<file path="config.mk">
export PLATFORM = sky130hd
export DESIGN_NAME = id_issue_arbiter
export DESIGN_NICKNAME = d
export VERILOG_FILES = /design/src/rtl/id_issue_arbiter_pkg.sv /design/src/rtl/id_issue_starve_cnt.sv /design/src/rtl/id_issue_arbiter.sv
export SDC_FILE = /design/constraint.sdc
export NUM_CORES = 1
export LEC_CHECK = 0
export BUFFER_PORTS_ARGS = -buffer_cell sky130_fd_sc_hd__clkbuf_2
export CAP_MARGIN = 40
export CORE_ASPECT_RATIO = 1.2
export CORE_MARGIN = 2
export CORE_UTILIZATION = 55
export CTS_BUF_LIST = sky130_fd_sc_hd__clkbuf_4
export DETAILED_ROUTE_END_ITERATION = 12
export GPL_TIMING_DRIVEN = 1
export PLACE_DENSITY = 0.95
export SYNTH_ARGS = -nofsm -noshare
export SYNTH_HDL_FRONTEND = slang
export SYNTH_SLANG_ARGS = --single-unit
export TNS_END_PERCENT = 1
</file>
<file path="constraint.sdc">
create_clock -name clk_i -period 2.45 [get_ports clk_i]
set_input_delay 0.1225 -clock clk_i [delete_from_list [all_inputs] [get_ports clk_i]]
set_output_delay 0.1225 -clock clk_i [all_outputs]
set_load 0.05 [all_outputs]
</file>
<file path="src/rtl/id_issue_arbiter_pkg.sv">
// Shared types for the ID->issue arbiter slice.
// Holds the FSM state enum, the source enum and the default starvation limit.
package id_issue_arbiter_pkg;

  typedef enum logic {
    ARB_IDLE   = 1'b0,
    ARB_LOCKED = 1'b1
  } arb_state_e;

  typedef enum logic {
    SRC_FETCH  = 1'b0,
    SRC_INJECT = 1'b1
  } src_e;

  localparam int unsigned STARVE_LIMIT_DEF = 8;

endpackage

</file>
<file path="src/rtl/id_issue_starve_cnt.sv">
// Saturating starvation counter for the frontend requester.
// Ports: clk_i, rst_ni, inc_i, clr_i (wins over inc_i), hit_o = count at LIMIT.
module id_issue_starve_cnt
  import id_issue_arbiter_pkg::*;
#(
  parameter logic [7:0] LIMIT = 8'(STARVE_LIMIT_DEF)
) (
  input  logic clk_i,
  input  logic rst_ni,
  input  logic inc_i,
  input  logic clr_i,
  output logic hit_o
);

  logic [7:0] cnt_q;

  always_ff @(posedge clk_i or negedge rst_ni) begin
    if (!rst_ni) begin
      cnt_q <= 8'd0;
    end else if (clr_i) begin
      cnt_q <= 8'd0;
    end else if (inc_i && (cnt_q != LIMIT)) begin
      cnt_q <= cnt_q + 8'd1;
    end
  end

  assign hit_o = (cnt_q == LIMIT);

endmodule

</file>
<file path="src/rtl/id_issue_arbiter.sv">
// Two-requester arbiter + single-entry issue slot ahead of the issue stage.
// Ports: clk_i, rst_ni, flush_i; req0_* (decode), req1_* (inject, lock/last);
//   issue_valid_o/data_o/src_o, issue_ack_i; locked_o.
// Build option: ID_ISSUE_STARVE_GUARD_EN adds the req0 starvation guard.
module id_issue_arbiter
  import id_issue_arbiter_pkg::*;
#(
  parameter int unsigned DATA_W       = 64,
  parameter int unsigned STARVE_LIMIT = STARVE_LIMIT_DEF
) (
  input  logic              clk_i,
  input  logic              rst_ni,
  input  logic              flush_i,
  input  logic              req0_valid_i,
  input  logic [DATA_W-1:0] req0_data_i,
  output logic              req0_ready_o,
  input  logic              req1_valid_i,
  input  logic [DATA_W-1:0] req1_data_i,
  output logic              req1_ready_o,
  input  logic              req1_lock_i,
  input  logic              req1_last_i,
  output logic              issue_valid_o,
  output logic [DATA_W-1:0] issue_data_o,
  output logic              issue_src_o,
  input  logic              issue_ack_i,
  output logic              locked_o
);

  arb_state_e        state_q;
  arb_state_e        state_d;
  logic              can_accept;
  logic              gnt0;
  logic              gnt1;
  logic              starve_hit;
  logic              slot_valid_q;
  logic [DATA_W-1:0] slot_data_q;
  src_e              slot_src_q;

  assign can_accept = !slot_valid_q || issue_ack_i;

  // Grants double as readies and are only raised for a valid requester,
  // so a grant is always a transferred beat.
  always_comb begin
    gnt0    = 1'b0;
    gnt1    = 1'b0;
    state_d = state_q;
    if (rst_ni && !flush_i && can_accept) begin
      case (state_q)
        ARB_IDLE: begin
          if (req0_valid_i && req1_valid_i) begin
            gnt0 = starve_hit;
            gnt1 = !starve_hit;
          end else begin
            gnt0 = req0_valid_i;
            gnt1 = req1_valid_i;
          end
        end
        ARB_LOCKED: begin
          gnt1 = req1_valid_i;
        end
        default: ;
      endcase
    end
    if (flush_i) begin
      state_d = ARB_IDLE;
    end else begin
      case (state_q)
        ARB_IDLE: begin
          if (gnt1 && req1_lock_i && !req1_last_i) begin
            state_d = ARB_LOCKED;
          end
        end
        ARB_LOCKED: begin
          if (gnt1 && req1_last_i) begin
            state_d = ARB_IDLE;
          end
        end
        default: state_d = ARB_IDLE;
      endcase
    end
  end

  always_ff @(posedge clk_i or negedge rst_ni) begin
    if (!rst_ni) begin
      state_q <= ARB_IDLE;
    end else begin
      state_q <= state_d;
    end
  end

  always_ff @(posedge clk_i or negedge rst_ni) begin
    if (!rst_ni) begin
      slot_valid_q <= 1'b0;
      slot_data_q  <= '0;
      slot_src_q   <= SRC_FETCH;
    end else if (flush_i) begin
      slot_valid_q <= 1'b0;
    end else if (gnt0 || gnt1) begin
      slot_valid_q <= 1'b1;
      slot_data_q  <= gnt1 ? req1_data_i : req0_data_i;
      slot_src_q   <= gnt1 ? SRC_INJECT : SRC_FETCH;
    end else if (issue_ack_i) begin
      slot_valid_q <= 1'b0;
    end
  end

`ifdef ID_ISSUE_STARVE_GUARD_EN
  logic in_idle;
  logic cnt_inc;
  logic cnt_clr;

  // The counter only moves in IDLE while the slot can take a beat;
  // a stalled slot or an active lock freezes it.
  assign in_idle = (state_q == ARB_IDLE);
  assign cnt_inc = !flush_i && in_idle && can_accept
                   && req0_valid_i && !gnt0;
  assign cnt_clr = flush_i || (in_idle && can_accept
                   && (gnt0 || !req0_valid_i));

  id_issue_starve_cnt #(
    .LIMIT (8'(STARVE_LIMIT))
  ) u_starve_cnt (
    .clk_i  (clk_i),
    .rst_ni (rst_ni),
    .inc_i  (cnt_inc),
    .clr_i  (cnt_clr),
    .hit_o  (starve_hit)
  );
`else
  logic unused_limit;

  assign unused_limit = |8'(STARVE_LIMIT);
  assign starve_hit   = 1'b0;
`endif

  assign req0_ready_o  = gnt0;
  assign req1_ready_o  = gnt1;
  assign issue_valid_o = slot_valid_q;
  assign issue_data_o  = slot_data_q;
  assign issue_src_o   = slot_src_q;
  assign locked_o      = (state_q == ARB_LOCKED);

endmodule

</file>
# After elaboration in Yosys (flattened, before gate mapping)
# Cells that the tools add are included.
classes:
  n_mux: 15
  bitwise_logic: 2
  reduce_logical: 13
ops:
  columns: ["op", "n"]
  rows:
  - ["2-to-1 mux 64 bit", 1]
  - ["2-to-1 mux 1 bit", 12]
  - ["logical AND 1 bit", 6]
  - ["one-hot mux 1 bit (2 select lines)", 2]
  - ["logical NOT 1 bit", 3]
  - ["nonzero test 3 bit", 1]
  - ["logical OR 1 bit", 2]
  - ["NOT 1 bit", 2]
  - ["AND reduction 2 bit", 1]
word_totals:
  register_bits: 67
  in_bits: 136

# Longest topological paths before layout
# Gate-level depths: netlist of run 1.
depth:
  depth_word: 9
  depth_mapped: 6

# Worst setup path before layout of run 1
# Ideal clock, no wire load.
synth_timing:
  path_type: "reg-to-output"
  startpoint: "reg state_q (netlist: locked_o)"
  endpoint: "out req0_ready_o"
  arrival_ns: 1.946
  required_time_ns: 2.328
  setup_slack_ns: 0.382
  path_stages_with_launch: 6
  n_path_buf: 2
  path_cell_list: "dfrtp_1 and2b_4 buf_6 buf_6 nand3_1 nor2_1"
synth_via:
  elab_chain_len: 2
synth_lines:
  columns: ["item", "line", "text"]
  rows:
  - ["from (decl)", "id_issue_arbiter.sv:29", "arb_state_e state_q;"]
  - ["from (signal assigned)", "id_issue_arbiter.sv:87", "state_q <= state_d;"]
  - ["2-to-1 mux 1 bit", "id_issue_arbiter.sv:48", "case (state_q)"]
  - ["2-to-1 mux 1 bit", "id_issue_arbiter.sv:47", "if (rst_ni && !flush_i && can_accept) begin"]
  - ["to (decl)", "id_issue_arbiter.sv:16", "output logic req0_ready_o,"]
# No other way between the ends.

# Final worst setup path of run 1
layout_timing:
  startpoint: "reg state_q (netlist: locked_o)"
  endpoint: "reg slot_data_q[38] (netlist: issue_data_o[38])"
layout_via:
  elab_chain_len: 5
  word_cells_on_any_way: 8
  cone_classes: "mux: 5; bitwise: 1; reduce/logical: 2"
layout_lines:
  columns: ["item", "line", "text"]
  rows:
  - ["NOT 1 bit", null, null]
  - ["one-hot mux 1 bit (2 select lines)", "id_issue_arbiter.sv:48", null]
  - ["2-to-1 mux 1 bit", "id_issue_arbiter.sv:47", null]
  - ["logical OR 1 bit", "id_issue_arbiter.sv:98", "end else if (gnt0 || gnt1) begin"]
  - ["AND reduction 2 bit (no source line)", null, null]
  - ["to (signal assigned)", "id_issue_arbiter.sv:100", "slot_data_q <= gnt1 ? req1_data_i : req0_data_i;"]
  - ["to (decl)", "id_issue_arbiter.sv:36", "logic [DATA_W-1:0] slot_data_q;"]
# Several ways; a longest one is shown, not always the timed one.
# A chain may end at the register's enable or synchronous reset.

==> impl_metrics.py, run 1 <==
metrics = {
    "outcome": {
        "status": "finished clean",
    },
    "detailed_routing": {
        "antenna_left": 0,
        "drcViolationCount": 0,
        "wl_mm": 17.3,
        "drtIter0Drc": 460,
        "wl_per_cell_um": 20.9,
        "vias": 5342,
        "viasPerCell": 6.43,
        "first_pass_iters": 5,
    },
    "synth": {
        "synth_area_leaders": "dfrtp_1 31%, o32ai_2 18%, a221oi_2 17%, or3b_1 10%, a21oi_1 6.1%",
        "synth_edf_count": 0,
        "syn_inst": 464,
        "synth_seq_cells": 67,
        "synth-main-ff-cell": "dfrtp_1",
        "postSynthAreaPerCell_um2": 11.6,
        "synth_top_family_by_area": "compound AO/OA/AOI/OAI gates",
        "synthSimpleGateAreaFrac_pct": 11.7,
        "synth-adder-area-share_pct": 0,
        "synth_fp_nets": 600,
        "synth_top_area_cell": "dfrtp_1",
        "yosys_warnings": 0,
        "synth.distinct_cells": 30,
        "syn_area_um2": 5360,
        "async_flop_share_pct": 100,
        "netlist.area_leader.share_pct": 31.3,
        "seq_area_frac_synth_pct": 31.3,
        "muxShareOfSynthArea_pct": 0,
        "synth_compound_area_share_pct": 42.8,
        "synth-xor-area-share_pct": 0,
    },
    "floorplan": {
        "std_cell_rows": 39,
        "die_area_um2": 10600,
        "dieHeight_um": 112,
        "io_pins": 205,
        "coreArea_um2": 9520,
        "start_util_pct": 56.4,
        "die_w_um": 94.2,
    },
    "grt": {
        "grt_max_degree": 66,
        "grt-ovfl-total": 0,
        "track_usage_pct": 32.6,
        "grt_pass1_wl_mm": 27.4,
        "antenna_found_initial": 1,
        "grt_pass1_vias": 5537,
    },
    "critical_path": {
        "path_class": "reg -> reg",
        "ff2ff_path_depth": 5,
        "critPathCaptureType": "flop",
        "rr_endpoint": "issue_data_o[38]",
        "cp_max_fo": 42,
        "path_cells": "buf_4 -> or3b_1 -> o32ai_1 -> a221oi_1 -> dlygate4sd3_1",
        "max_stage_delay_ps": 570,
        "cp.arrival_ps": 2640,
        "r2r-start": "locked_o",
        "cp_slowest_cell": "dfrtp_2",
        "cp.required_ps": 2770,
        "reg2reg_slack_ps": 130,
        "worstSetupStartpointType": "flop",
    },
    "timing": {
        "finalSetupTns_ps": 0,
        "worstMarginPinSlew_ps": 867,
        "slew_viol_final": 0,
        "min_period_ps": 2320,
        "fin_crit_sh_pct": 94.7,
        "setup_viol": 0,
        "rsz0062_at_grt": "false",
        "clock.fmax_ghz": 0.431,
        "final_hold_viol_count": 0,
        "max_slew_margin_pct": 42.2,
        "fin_skew_ps": 9.29,
        "setup_slack_ps": 131,
    },
    "pwr": {
        "leakagePower_nw": 3.25,
        "power.density_nw_per_um2": 654,
        "ir_drop_uv": 450,
        "p_clk_share_pct": 13.0,
        "sw_frac_of_total_pct": 49.6,
        "power_switching_w": 0.00227,
        "p_int_w": 0.00231,
        "pwr-share-seq_pct": 35.4,
        "p_comb_share_pct": 51.6,
    },
    "placement": {
        "dp_hpwl_mm": 10.1,
        "gp_congestion": 0.816,
        "dp_worst_setup_slack_ps": 611,
        "portBuffers": 204,
        "dp_cells": 745,
    },
    "cts": {
        "clkTransAtPathRegs_ps": 110,
        "clock-sinks": 67,
        "htreeDepth": 3,
        "numCtsBuffers": 9,
        "tritoncts": "done",
        "cts_resized": 0,
        "root_buffer": "clkbuf_4",
        "cts_buffer_depth": 2,
        "clkLatencyLatePin_ps": 420,
    },
    "min_path": {
        "hp-class": "in -> async",
    },
    "finish": {
        "areaGrowthSynthToFinish_pct": 30.8,
        "drive_gt1_share_pct": 50.7,
        "final_cells": 831,
        "nets": 838,
        "fillers": 593,
    },
    "run": {
        "max_cap_viol_count": 0,
    },
}
==> registers in the layout, indices dropped and copies added (netlist names) <==
| name | count |
|---|---|
| issue_valid_o | 1 |
| issue_src_o | 1 |
| issue_data_o | 64 |
| locked_o | 1 |
==> kinds of logic after synthesis <==
| family | after synthesis |
|---|---|
| AO/OA/AOI/OAI | 197 |
| buffers and inverters | 128 |
| AND/OR/NAND/NOR | 72 |
| flip-flops | 67 |
==> final cells by class <==
cell class	instances	area (µm²)	area share (%)
sequential	67	1680	23.9
inverter	65	245	3.50
tap	123	154	2.19
clock inverter	6	23.8	0.339
multi-input combinational	269	2930	41.8
antenna	2	5.00	0.0713
timing repair buffer	290	1910	27.2
clock buffer	9	67.6	0.963
==> worst max path at each step <==
stage | to | startpoint | cells after the start
finish | issue_data_o[38] | locked_o | 5
global route | issue_data_o[38] | locked_o | 5
floorplan | req0_ready_o | locked_o | 5
detailed placement | issue_data_o[42] | locked_o | 4
CTS | issue_data_o[38] | locked_o | 5
global placement | issue_data_o[42] | locked_o | 4
==> power by group through the flow <==
stage,registers [W],logic [W],clock network [W]
floorplan,0.00245,0.000866,0
global placement,0.00161,0.00218,0
detailed placement,0.00163,0.00225,0
CTS,0.00161,0.00234,0.000601
global route,0.00165,0.00248,0.000649
finish,0.00162,0.00237,0.000597
==> routing by layer <==
layer  vias up  global-route usage [%]  routed length (µm)
met5         -                       0                   0
met2       379                    53.2                8620
met4         0                    19.6                 931
met1      2579                    39.7                6500
met3        89                    5.70                1280
li1       2295                       -                   -
==> synthesized netlist by cell type, types with 2 or more instances <==
master	instances
dfrtp_1	67
a21oi_1	65
inv_1	64
or3b_1	64
a221oi_2	60
o32ai_2	59
buf_2	22
buf_6	13
buf_4	9
buf_12	6
clkbuf_1	6
o32ai_1	5
a221oi_1	4
clkbuf_4	3
buf_1	2
==> layout by cell type, fill, tap and decap left out, types with 2 or more instances in the layout <==
| cell type | count |
|---|---|
| clkbuf_4 | 9 |
| a21oi_1 | 65 |
| clkinv_1 | 5 |
| diode_2 | 2 |
| buf_12 | 4 |
| dfrtp_1 | 66 |
| dlygate4sd3_1 | 69 |
| clkinv_2 | 2 |
| a221oi_2 | 60 |
| buf_4 | 12 |
| o32ai_1 | 5 |
| inv_1 | 64 |
| o32ai_2 | 59 |
| clkbuf_2 | 203 |
| a221oi_1 | 4 |
| or3b_1 | 64 |
==> timing repair <==
item                                    in CTS  in global routing
hold endpoints to repair                    69                  0
hold buffers                                69                  0
endpoints found under the setup margin       0                  0
setup buffers                                0                  0
==> critical path, delay by kind of cell, from the launching register on <==
family / cells / cell delay, ps
flip-flops: 1 / 570
AO/OA/AOI/OAI: 2 / 330
AND/OR/NAND/NOR: 1 / 410
buffers and inverters: 2 / 890
==> stage by stage <==
step                      power, W  hold slack, ps  utilization, %  instance area [µm²]
after global routing       0.00478            56.5            73.7                 7010
after CTS                  0.00455            26.6            73.7                 7010
final                      0.00459            58.7            73.7                 7020
after detailed placement   0.00388           -27.8            65.5                 6230
after global placement     0.00379           -31.1            65.2                 6200
after floorplan            0.00332            -173               -                 5360
No activity file was read; power rests on OpenSTA's default activity.
==> run 2: changes to the inputs <==
--- a/config.mk
+++ b/config.mk
@@ -7,9 +7,11 @@
 export LEC_CHECK = 0
 export BUFFER_PORTS_ARGS = -buffer_cell sky130_fd_sc_hd__clkbuf_2
 export CAP_MARGIN = 40
+export CELL_PAD_IN_SITES_DETAIL_PLACEMENT = 0
+export CELL_PAD_IN_SITES_GLOBAL_PLACEMENT = 2
 export CORE_ASPECT_RATIO = 1.2
 export CORE_MARGIN = 2
-export CORE_UTILIZATION = 55
+export CORE_UTILIZATION = 34
 export CTS_BUF_LIST = sky130_fd_sc_hd__clkbuf_4
 export DETAILED_ROUTE_END_ITERATION = 12
 export GPL_TIMING_DRIVEN = 1
==> run 2 against run 1 <==
Against the previous run: setup slack worse by 10 ps; sequential share of layout area fell by 0.29 points; power fell by 1.6%; sequential power hardly changed; register-to-register slack improved by 260 ps; clock power is 6.4% lower; design area up 1.2%; critical endpoint is now req1_ready_o.
==> impl_metrics.py, run 2 (synthesis gave the netlist of run 1 again) <==
metrics = {
    "timing": {
        "max_slew_margin_pct": 57.4,
        "finalSetupTns_ps": 0,
        "final_hold_viol_count": 0,
        "rsz0062_at_grt": "false",
        "fin_skew_ps": 15.6,
        "hold-worst-slack_ps": 107,
        "slew_viol_final": 0,
        "setup_viol": 0,
        "min_period_ps": 2330,
        "fin_crit_sh_pct": 95.1,
        "clock.fmax_ghz": 0.429,
        "worstMarginPinSlew_ps": 639,
    },
    "cts": {
        "clock-sinks": 67,
        "cts_buffer_depth": 2,
        "cts_setup_buffers": 0,
        "clkTransAtPathRegs_ps": 90,
        "clkLatencyLatePin_ps": 420,
        "htreeDepth": 3,
        "root_buffer": "clkbuf_4",
        "numCtsBuffers": 9,
        "tritoncts": "done",
    },
    "pwr": {
        "power.density_nw_per_um2": 636,
        "leakagePower_nw": 3.24,
        "ir_drop_uv": 274,
    },
    "finish": {
        "regArea_um2": 1680,
        "drive_gt1_share_pct": 51.1,
        "fillers": 1512,
        "largest_reg_flops": 64,
        "multi_input_area_um2": 2930,
        "final_cell_mix": "203 x clkbuf_2, 68 x dlygate4sd3_1, 66 x dfrtp_1, 65 x a21oi_1",
        "nets": 837,
        "final_common_cell": "clkbuf_2",
        "areaGrowthSynthToFinish_pct": 32.4,
    },
    "floorplan": {
        "die_area_um2": 16800,
        "io_pins": 205,
        "coreArea_um2": 15500,
        "start_util_pct": 34.6,
        "std_cell_rows": 50,
        "die_w_um": 119,
        "dieHeight_um": 142,
    },
    "min_path": {
        "min_from": "req1_valid_i",
        "hp-class": "in -> reg",
        "min_to": "issue_valid_o",
        "min_path_cells": 3,
    },
    "critical_path": {
        "max_stage_delay_ps": 570,
        "r2r-start": "issue_valid_o",
        "path_cells": "dlygate4sd3_1 -> buf_4 -> nand2b_4 -> nor3_4 -> buf_12 -> clkbuf_2",
        "critPathCaptureType": "output port",
        "path_class": "in -> out",
        "cp.arrival_ps": 2210,
        "rr_endpoint": "locked_o",
        "cp_slowest_cell": "dlygate4sd3_1",
        "path_delay_family": "buffers and inverters",
        "cp.required_ps": 2330,
        "worstSetupStartpointType": "primary input",
        "cp_max_fo": 51,
        "ff2ff_path_depth": 5,
        "worst-path-buf-inv": 4,
        "reg2reg_slack_ps": 390,
    },
    "grt": {
        "grt_pass1_wl_mm": 26.9,
        "grt_max_degree": 67,
        "track_usage_pct": 19.9,
        "grt-ovfl-total": 0,
        "grt_pass1_vias": 5226,
        "antenna_found_initial": 1,
    },
    "detailed_routing": {
        "antenna_left": 0,
        "viasPerCell": 5.53,
        "wl_per_cell_um": 18.9,
        "vias": 5034,
        "first_pass_iters": 5,
        "wl_mm": 17.2,
        "drcViolationCount": 0,
        "drtIter0Drc": 385,
    },
    "placement": {
        "dp_hpwl_mm": 11.0,
        "gp_congestion": 0.809,
        "portBuffers": 204,
    },
    "run": {
        "max_cap_viol_count": 0,
    },
    "outcome": {
        "status": "finished clean",
    },
}
[run 2: cell types whose count changed in the layout (fill, tap and decap cells not counted)]
cell	previous run	this run
dlygate4sd3_1	69	68
buf_2	1	0
buf_12	4	6
diode_2	2	1
buf_16	1	0
clkinv_1	5	1
[run 2: tightest hold or removal path, stage by stage]
cell,delay [ps]
clkbuf_2,140
o21ai_1,140
a21oi_1,70
[run 2: timing repair]
| item | CTS | global route |
|---|---|---|
| gates resized for setup | 0 | 0 |
| endpoints found under the hold margin | 88 | 0 |
| hold buffers | 68 | 0 |
[run 2: metal layers]
metal  wire, µm  vias up  GRT usage, %
li1           -     2292             -
met1       7500     2549          25.3
met2       8580      178          34.1
met3        915       15          4.22
met4        231        0          5.70
met5          0        -             0
[run 2: layout make-up]
cell class | count | area share, %
clock buffer | 9 | 0.951
inverter | 65 | 3.45
sequential | 67 | 23.6
multi-input combinational | 269 | 41.3
antenna | 1 | 0.0352
tap | 208 | 3.66
clock inverter | 2 | 0.123
timing repair buffer | 289 | 26.8
[run 2: metrics by stage]
stage	total power (W)	cells	area (µm²)	setup WS (ps)	utilization, %
detailed placement	0.00390	830	6340	661	40.9
finish	0.00451	910	7100	120	45.8
floorplan	0.00332	464	5360	382	-
CTS	0.00455	909	7100	74.3	45.8
global route	0.00475	910	7100	3.82	45.8
global placement	0.00383	830	6340	727	40.9
[run 2: power by group]
group | switching (W) | total, W | leakage (nW) | internal (W)
Clock | 0.000383 | 0.000559 | 0.0469 | 0.000177
Combinational | 0.00157 | 0.00234 | 2.40 | 0.000774
Sequential | 0.000262 | 0.00161 | 0.798 | 0.00135
Total | 0.00221 | 0.00451 | 3.24 | 0.00230
[run 2: worst max path at each step]
stage | from | endpoint | slack, ps | cells after the start
floorplan | locked_o | req0_ready_o | 380 | 5
global placement | req0_valid_i | issue_data_o[42] | 730 | 5
detailed placement | req0_valid_i | issue_data_o[56] | 660 | 5
CTS | rst_ni | req1_ready_o | 70 | 6
global route | rst_ni | req1_ready_o | 4 | 6
finish | rst_ni | req1_ready_o | 120 | 6
==> run 3: changes to the inputs <==
==> constraint.sdc (replaced) <==
create_clock -name clk_i -period 2.45 [get_ports clk_i]
set_input_delay 0 -clock clk_i [delete_from_list [all_inputs] [get_ports clk_i]]
set_output_delay 0 -clock clk_i [all_outputs]
set_load 0.05 [all_outputs]
==> run 3 against run 2 <==
Against the previous run: die area did not move; hold slack got worse by 30 ps; critical path depth fell by 1; setup slack improved by 250 ps; fmax rose by 12%; critical endpoint is now locked_o; largest power group unchanged.
==> impl_metrics.py, run 3 (synthesis gave the netlist of run 1 again) <==
metrics = {
    "timing": {
        "finalSetupTns_ps": 0,
        "fin_skew_ps": 17.8,
        "final_hold_viol_count": 0,
        "worstMarginPinSlew_ps": 617,
        "setup_viol": 0,
        "fin_crit_sh_pct": 85.0,
        "slew_viol_final": 0,
        "rsz0062_at_grt": "false",
        "clock.fmax_ghz": 0.480,
        "setup_slack_ps": 367,
        "min_period_ps": 2080,
        "max_slew_margin_pct": 58.9,
    },
    "pwr": {
        "leakagePower_nw": 3.29,
        "pwr-share-seq_pct": 34.3,
        "power_switching_w": 0.00227,
        "p_int_w": 0.00245,
        "sw_frac_of_total_pct": 48.2,
        "p_comb_share_pct": 49.8,
        "ir_drop_uv": 323,
        "p_clk_share_pct": 15.9,
        "power.density_nw_per_um2": 655,
    },
    "finish": {
        "nets": 839,
        "final_common_cell": "clkbuf_2",
        "final_cell_mix": "203 x clkbuf_2, 69 x dlygate4sd3_1, 66 x dfrtp_1, 65 x a21oi_1",
        "largest_reg_flops": 64,
        "areaGrowthSynthToFinish_pct": 34.4,
        "drive_gt1_share_pct": 51.4,
    },
    "floorplan": {
        "coreArea_um2": 15500,
        "io_pins": 205,
        "die_w_um": 119,
        "std_cell_rows": 50,
        "dieHeight_um": 142,
        "start_util_pct": 34.6,
        "die_area_um2": 16800,
    },
    "detailed_routing": {
        "wl_per_cell_um": 19.0,
        "antenna_left": 0,
        "wl_mm": 17.4,
        "drcViolationCount": 0,
        "first_pass_iters": 7,
        "drtIter0Drc": 372,
        "vias": 5058,
        "viasPerCell": 5.52,
    },
    "grt": {
        "grt-ovfl-total": 0,
        "grt_max_degree": 65,
        "track_usage_pct": 20.2,
        "antenna_found_initial": 1,
        "grt_pass1_vias": 5238,
        "grt_pass1_wl_mm": 27.2,
    },
    "critical_path": {
        "cp_max_fo": 49,
        "cp.required_ps": 2750,
        "path_class": "reg -> reg",
        "cp_slowest_cell": "dlygate4sd3_1",
        "worstSetupStartpointType": "flop",
        "max_stage_delay_ps": 600,
        "worst-path-buf-inv": 2,
        "path_delay_family": "buffers and inverters",
        "cp.arrival_ps": 2390,
        "critPathCaptureType": "flop",
        "path_cells": "nor2b_4 -> nor3_4 -> buf_12 -> a211oi_1 -> dlygate4sd3_1",
    },
    "cts": {
        "numCtsBuffers": 9,
        "cts_resized": 0,
        "tritoncts": "done",
        "htreeDepth": 3,
        "root_buffer": "clkbuf_4",
        "cts_buffer_depth": 2,
        "cts_setup_buffers": 0,
        "clkLatencyLatePin_ps": 420,
        "hold_buffers": 69,
        "clkTransAtPathRegs_ps": 130,
        "clock-sinks": 67,
    },
    "outcome": {
        "status": "finished clean",
    },
    "placement": {
        "gp_congestion": 0.807,
        "dp_hpwl_mm": 11.2,
        "dp_worst_setup_slack_ps": 763,
        "portBuffers": 204,
    },
    "min_path": {
        "hp-class": "in -> reg",
    },
    "run": {
        "max_cap_viol_count": 0,
    },
}
## run 3: cell types whose count changed in the layout (fill, tap and decap cells not counted), sizes merged
cell | previous run | this run
clkinvlp | 0 | 1
bufinv | 0 | 1
clkinv | 3 | 5
clkbuf | 212 | 213
buf | 18 | 19
dlygate4sd3 | 68 | 69
## run 3: final cells by class
cell class	count	area, µm²
Clock buffer	10	75.1
Antenna cell	1	2.50
Tap cell	208	260
Multi-Input combinational cell	269	2930
Clock inverter	6	56.3
Fill cell	1507	8310
Timing Repair Buffer	291	1960
Sequential cell	67	1680
Inverter	65	245
## run 3: power groups by stage
stage	logic (W)	registers, W	clock network, W
4_1_cts	0.00236	0.00161	0.000783
3_3_place_gp	0.00222	0.00162	0
3_5_place_dp	0.00228	0.00163	0
6_report	0.00235	0.00162	0.000752
5_1_grt	0.00247	0.00165	0.000819
2_1_floorplan	0.000866	0.00245	0
## run 3: layer usage
metal	share of wire [%]	global-route usage, %	vias to the layer above
li1	-	-	2296
met4	1.6	6.89	0
met3	4.5	2.85	21
met1	43	25.9	2555
met5	0	0	-
met2	51	34.7	186
## run 3: final timing paths
path | startpoint | slack, ps | to | cells past startpoint
setup / recovery | issue_valid_o | 370 | locked_o | 5
hold / removal | req0_data_i[34] | 80 | issue_data_o[34] | 4
setup reg to reg | issue_valid_o | 370 | locked_o | 5
hold reg to reg | issue_src_o | 510 | issue_src_o | 1
max in group asynchronous | rst_ni | 1680 | issue_data_o[50] | 4
min in group asynchronous | rst_ni | 210 | locked_o | 3
## run 3: per-stage QoR
stage	power, W	util, %	instances	cell area, µm²	hold slack (ps)
after floorplan	0.00332	-	464	5360	-296
after detailed placement	0.00390	41.1	831	6380	57.1
final	0.00472	46.5	917	7210	77.2
after CTS	0.00476	46.4	916	7210	45.8
after global placement	0.00384	41.0	830	6360	225
after global routing	0.00494	46.5	917	7210	56.4
## run 3: tightest hold or removal path, cell delays in order
cell      delay (ps)
clkbuf_2          80
or3b_1           110
o32ai_2           80
a221oi_2         190
